--- src/rtl/ram_dp_scan.sv ---
// ram_dp_scan
//   Simple-dual-port RAM (2^ADDR_W x DATA_W) whose read address is produced
//   by a built-in sequencer. The sequencer can hold, auto-scan up or down on
//   a divided tick, or single-step on a rising edge of a button level.
//
// Parameters
//   DATA_W  word width in bits (1..32)
//   ADDR_W  address width, depth = 2^ADDR_W (1..10)
//   TICK_M  prescaler modulus in clk cycles per scan tick (>= 2)
//
// Ports
//   clk      rising-edge clock
//   aclr     asynchronous active-high reset (memory contents are kept)
//   we       write enable
//   wr_addr  write address
//   wr_data  write data
//   mode     00 hold, 01 scan up, 10 scan down, 11 step
//   step     step request level, synchronous to clk
//   rd_addr  current read address (registered)
//   rd_data  registered read data, write-through on address match
//   adv      one-cycle pulse: rd_addr changed on this edge
//   wrap     one-cycle pulse: rd_addr wrapped on this edge
module ram_dp_scan #(
  parameter int DATA_W = 4,
  parameter int ADDR_W = 5,
  parameter int TICK_M = 50000000
) (
  input  logic              clk,
  input  logic              aclr,
  input  logic              we,
  input  logic [ADDR_W-1:0] wr_addr,
  input  logic [DATA_W-1:0] wr_data,
  input  logic [1:0]        mode,
  input  logic              step,
  output logic [ADDR_W-1:0] rd_addr,
  output logic [DATA_W-1:0] rd_data,
  output logic              adv,
  output logic              wrap
);

  localparam int DEPTH = 1 << ADDR_W;
  localparam int CNT_W = (TICK_M > 1) ? $clog2(TICK_M) : 1;
  localparam logic [CNT_W-1:0]  CNT_LAST = CNT_W'(TICK_M - 1);
  localparam logic [ADDR_W-1:0] ADDR_MAX = '1;
  localparam logic [ADDR_W-1:0] ADDR_MIN = '0;

  localparam logic [1:0] MODE_HOLD = 2'b00;
  localparam logic [1:0] MODE_UP   = 2'b01;
  localparam logic [1:0] MODE_DN   = 2'b10;
  localparam logic [1:0] MODE_STEP = 2'b11;

  // ---------------------------------------------------------------------
  // Storage. No reset on the array so it maps onto block RAM and survives
  // aclr.
  // ---------------------------------------------------------------------
  logic [DATA_W-1:0] mem [DEPTH];

  always_ff @(posedge clk) begin
    if (we) mem[wr_addr] <= wr_data;
  end

  // ---------------------------------------------------------------------
  // Prescaler: free-running in every mode so switching modes never shifts
  // the scan phase.
  // ---------------------------------------------------------------------
  logic [CNT_W-1:0] cnt;
  logic             tick;

  assign tick = (cnt == CNT_LAST);

  always_ff @(posedge clk or posedge aclr) begin
    if (aclr)      cnt <= '0;
    else if (tick) cnt <= '0;
    else           cnt <= cnt + 1'b1;
  end

  // ---------------------------------------------------------------------
  // Step edge detect. step_d resets high so a button already held while
  // aclr releases does not count as a press. step_d tracks step in every
  // mode, so a rise seen outside step mode is simply dropped.
  // ---------------------------------------------------------------------
  logic step_d;
  logic rise;

  assign rise = step & ~step_d;

  always_ff @(posedge clk or posedge aclr) begin
    if (aclr) step_d <= 1'b1;
    else      step_d <= step;
  end

  // ---------------------------------------------------------------------
  // Advance decision.
  // ---------------------------------------------------------------------
  logic              inc;
  logic              dec;
  logic [ADDR_W-1:0] addr_nxt;
  logic              wrap_nxt;

  always_comb begin
    inc = 1'b0;
    dec = 1'b0;
    case (mode)
      MODE_HOLD: ;
      MODE_UP:   inc = tick;
      MODE_DN:   dec = tick;
      MODE_STEP: inc = rise;
      default:   ;
    endcase
  end

  always_comb begin
    addr_nxt = rd_addr;
    wrap_nxt = 1'b0;
    if (inc) begin
      addr_nxt = rd_addr + 1'b1;
      wrap_nxt = (rd_addr == ADDR_MAX);
    end else if (dec) begin
      addr_nxt = rd_addr - 1'b1;
      wrap_nxt = (rd_addr == ADDR_MIN);
    end
  end

  always_ff @(posedge clk or posedge aclr) begin
    if (aclr) begin
      rd_addr <= '0;
      adv     <= 1'b0;
      wrap    <= 1'b0;
    end else begin
      rd_addr <= addr_nxt;
      adv     <= inc | dec;
      wrap    <= wrap_nxt;
    end
  end

  // ---------------------------------------------------------------------
  // Read port. Uses the pre-edge rd_addr; a same-edge write to that address
  // is forwarded so the display never shows a stale word.
  // ---------------------------------------------------------------------
  logic byp;

  assign byp = we && (wr_addr == rd_addr);

  always_ff @(posedge clk or posedge aclr) begin
    if (aclr)     rd_data <= '0;
    else if (byp) rd_data <= wr_data;
    else          rd_data <= mem[rd_addr];
  end

endmodule
--- config.mk ---
export PLATFORM = sky130hd
export DESIGN_NAME = ram_dp_scan
export DESIGN_NICKNAME = d
export VERILOG_FILES = /design/src/rtl/ram_dp_scan.sv
export SDC_FILE = /design/constraint.sdc
export NUM_CORES = 1
export LEC_CHECK = 0
export BUFFER_PORTS_ARGS = -buffer_cell sky130_fd_sc_hd__buf_2
export CORE_UTILIZATION = 35
export CTS_BUF_LIST = sky130_fd_sc_hd__clkbuf_2
export CTS_CLUSTER_SIZE = 16
export DETAILED_ROUTE_END_ITERATION = 16
export SETUP_SLACK_MARGIN = 0.3
export SLEW_MARGIN = 30
export SYNTH_ARGS = -nofsm -noshare
export SYNTH_HDL_FRONTEND = slang
export SYNTH_SLANG_ARGS = --single-unit
--- constraint.sdc ---
create_clock -name clk -period 7.1 [get_ports clk]
set_input_delay 0.71 -clock clk [delete_from_list [all_inputs] [get_ports clk]]
set_output_delay 0.71 -clock clk [all_outputs]
set_load 0.02 [all_outputs]
* After elaboration in Yosys (flattened, before gate mapping)
Memories as Yosys holds them, arrays and structs flattened. A register that Yosys moved wholly into a read port is not among the register bits.
Index checks and enable logic that the tools add are counted.
** Operators by class
- Bitwise gates (word level) :: 3
- Equal/unequal tests :: 5
- $add $sub $neg :: 3
- Reduce and logical (&&, ||, !) cells :: 2
- Multiplexer cells :: 9
** Operators with widths (number)
- $add 26x1->26 const B :: 1
- $eq 26x26->1 const B :: 1
- $mux 26 :: 1
- $mux 5 :: 2
- $add 5x1->5 const B :: 1
- $eq 5x5->1 const B :: 1
- $logic_not 5->1 :: 1
- $mux 1 :: 5
- $sub 5x1->5 const B :: 1
- $eq 2x2->1 const B :: 2
- $eq 2x1->1 const B :: 1
- $pmux 1 s2 :: 1
- $reduce_bool 2->1 :: 1
- $and 1x1->1 :: 1
- $not 1->1 :: 1
- $or 1x1->1 :: 1
** Word-level totals
- Memories :: 1
- Output and inout port bits :: 11
- Bits in writable memories :: 128
- Input bits :: 15
- Flip-flop bits (word level) :: 34
- Word-level logic and storage cells :: 28
** Memory list
- mem :: words 32, bits a word 4, read ports 1, clocked after Yosys merged registers in 1, wr ports 1, line 56 : logic [DATA_W-1:0] mem [DEPTH];

* Longest topological paths before layout
- Word-level depth :: 4
- Depth in mapped cells :: 12
- Mapped depth without buffers :: 11

* Worst setup path after synthesis
Ideal clock, no wire load.
- Path kind :: reg2reg
- Start :: register cnt[0]
- End :: register rd_addr[4]
- Cell stages (with the launch flop) :: 12
- Path slack :: 4405 ps
- Data arrival time :: 2564 ps
- Path buffers :: 1
- Clock period less this slack :: 2695 ps
- Cells stage by stage :: dfrtp_1 > ha_1 > and3_1 > buf_2 > nand2_1 > o41a_1 > ha_1 > nor2b_1 > o21ai_0 > nor4bb_1 > a22oi_2 > xnor2_1
** On the way
- Longest elaborated chain between the ends :: 3
- Elaborated cells between the ends (all ways) :: 5
** Ends and longest elaborated chain
- from (decl) :: line 66 : logic [CNT_W-1:0] cnt;
- from (signal assigned) :: line 74 : else cnt <= cnt + 1'b1;
- $eq 26x26->1 * :: line 69 : assign tick = (cnt == CNT_LAST);
- $pmux 1 s2 / $mux 1 (equally long branches) :: line 103 : case (mode)
- $mux 5 / $reduce_bool 2->1 (equally long branches)
- to (signal assigned) :: line 130 : rd_addr <= addr_nxt;
- to (decl) :: line 35 : output logic [ADDR_W-1:0] rd_addr,
Every way passes the cells marked *; elsewhere a longest branch is shown, timed or not.
A chain may end at the register's enable or synchronous reset.

* Final worst setup path
Ends and elaborated chain as after synthesis.

==> results.md <==
- Status: finished clean
- Placed Instance Area: 7550 µm²
- PD cells: 296.7 nW/µm²
- CTS tree: yes
- Wire per inst: 18.34 µm
- Syn Nets: 517
- Iteration-0 DRC Markers: 398
- Core box area: 20170 µm²
- Area Overhead vs Synth: 8.520%
- Crit Path Max Fanout: 5
- Setup violators final: 0
- CTS Hold Buffers Added: 1
- Post-route cell area: 7809 µm²
- Pre-antenna DRT Iters: 6
- Cts bufs inserted: 17
- ANT cells: 0
- Netlist cell types: 57
- Max-slew violation count: 0
- Hold Crit Class: in2reg
- Dpl hpwl: 9625 µm
- Nature of the critical path endpoint: register
- Fraction of layout cells with a size suffix above 1: 0.1550
- Max Cap Viol: 0
- Post-synth ARST share: 0.2289
- Sink Count: 166
- Synth cell count leaders: 128 x edfxtp_1, 55 x nor2_1, 48 x mux2i_1
- Sw frac: 0.3309
- Peak VDD IR: 0.0001435 V
- Prevailing post-synth register cell: edfxtp_1
- Pre-CTS setup slack: 4.069 ns
- Unrepaired setup endpoints after global routing: false
- Clock buffer depth: 2
- Total Wirelength: 14660 µm
- First-pass GRT wire length: 23750 µm
- Die ar.: 21140 µm²
- Final hold violations: 0
- Setup bufs post-CTS: 0
- Pin count of the biggest net entering global routing: 36
- DRT antenna net count: 0
- Critical Path RT: 7.70 ns
- Synthesized instance count: 496
- Final net count: 539
- Width of the die: 145.4 µm
- GRT Total Usage: 0.1473
- Clock Skew: 0.03058 ns
- Worst skew pair latency: 0.73 ns
- Synth area leaders: edfxtp_1 53%, dfrtp_1 13%, mux2i_1 6.7%
- Final core occ: 0.3872
- Synth Warn #: 0
- Worst setup margin: 4.018 ns
- EDFF count, synth: 128
- Seq/Total Area, Yosys: 0.6665
- Root Buffer: clkbuf_2
- Vias/cell: 5.138
- Flops & latches, synth: 166
- Worst-path clk slew: 0.22 ns
- Row Count: 52
- Clock power share: 0.223
- Yosys top cell by area: edfxtp_1
- Resized Gates After CTS: 0
- Post-Route Setup TNS: 0 ns
- IO Port Bufs: 25
- Initial Util: 0.3568
- Combinational fraction of design power: 0.262
- Placer Congestion: 0.8020
- Vias in the first global route: 4285
- Mapped Area: 7196 µm²
- Actual slew at the worst max-slew pin: 0.9853 ns
- Fmax: 324.5 MHz
- DR vias: 4105
- DRC viols: 0
- Most common cell in the netlist: edfxtp_1
- IO Count: 26
- Kind of critical path: reg2reg
- Final Critical Period: 3.082 ns
- P_leak: 2.866 nW
- H-tree lvl count: 4
- CP arrival: 3.68 ns
- Tcrit/Tclk final: 0.4341
- Net Switching: 0.0007665 W
- Sequential power share: 0.514
- Slew HR: 0.3407
- Initial antenna violation count: 0
- Total congestion overflow: 0
- Internal power: 0.001550 W
- Type of element launching the critical path: register
- Mean post-synth cell area: 14.51 µm²
- Die H: 145.4 µm
- Post-synth top area share: 0.5342
-- per-layer routing --
metal | global-route usage | up-vias | routed length (µm)
met5 | 0 | - | 0
met4 | 0.04263 | 0 | 140
met3 | 0.03981 | 11 | 873
met2 | 0.2276 | 113 | 6908
met1 | 0.2038 | 2085 | 6735
li1 | - | 1896 | -
-- power by group through the flow --
stage	sequential (W)	combinational, W	clock [W]
after floorplan	0.00115	0.000495	0
after global placement	0.00125	0.000553	0
after CTS	0.00119	0.000607	0.000535
final	0.00119	0.000608	0.000517
after detailed placement	0.00121	0.000602	0
after global routing	0.00120	0.000659	0.000569
-- path summary, 6_finish.rpt --
check	cells past startpoint	slack, ns	to	from
worst min-delay path	1	0.07	step_d	step
min in group asynchronous	3	0.42	rd_addr[2]	aclr
worst min register to register	1	0.49	cnt[6]	cnt[6]
worst max register to register	10	4.02	rd_addr[4]	cnt[0]
worst max-delay path	10	4.02	rd_addr[4]	cnt[0]
max in group asynchronous	4	5.99	step_d	aclr
-- area by class of cell --
type                    count  area (µm²)
clock inverters            12       153.9
repair buffers             28       162.7
fillers                  1935       12360
flip-flops and latches    166        4800
well taps                 270       337.8
multi-input cells         299        2242
clock buffers              18       90.09
inverters                   6       22.52
-- flip-flops by register name, summed over array words and instances, names as in the netlist --
signal / flops
mem: 128
adv: 1
rd_addr: 5
step_d: 1
cnt: 26
rd_data: 4
wrap: 1
-- kinds of logic (layout without fill, tap and decap cells) --
kind of cell,after synthesis,in the layout,synth area share
AO/OA/AOI/OAI,54,54,0.05477
buffers and inverters,31,64,0.02347
flip-flops,166,166,0.6665
AND/OR/NAND/NOR,149,149,0.1134
adder cells (fa/ha/maj),6,6,0.01148
XOR/XNOR,33,33,0.04017
multiplexers,57,57,0.09024
-- layout by cell type, fill, tap and decap left out, types with 15 or more instances in the layout --
cell type | Yosys | final
edfxtp_1 | 128 | 128
nor2_1 | 55 | 55
mux2i_1 | 48 | 48
dfrtp_1 | 37 | 36
buf_2 | 9 | 25
a22oi_1 | 23 | 23
xnor2_1 | 22 | 22
nand2_1 | 21 | 21
clkbuf_2 | 0 | 18
nand3_1 | 15 | 15
-- worst max-delay path, cell delays in order, from the launching register on --
cell and delay [ns]:
dfrtp_1 0.43, ha_1 0.19, and3_1 0.29, nand2_1 0.21, o41a_1 0.54, ha_1 0.33
nor2b_1 0.14, o21ai_0 0.21, nor4bb_1 0.38, a22oi_2 0.10, xnor2_1 0.15
-- stage by stage --
step / hold WS, ns / std cells / power, W
5_1_grt: 0.005968 / 799 / 0.002431
2_1_floorplan: 0.4386 / 496 / 0.001648
3_5_place_dp: 0.4593 / 768 / 0.001814
3_3_place_gp: 0.4541 / 767 / 0.001800
6_report: 0.07324 / 799 / 0.002317
4_1_cts: 0.02429 / 799 / 0.002334
No activity file was read; power rests on OpenSTA's default activity.
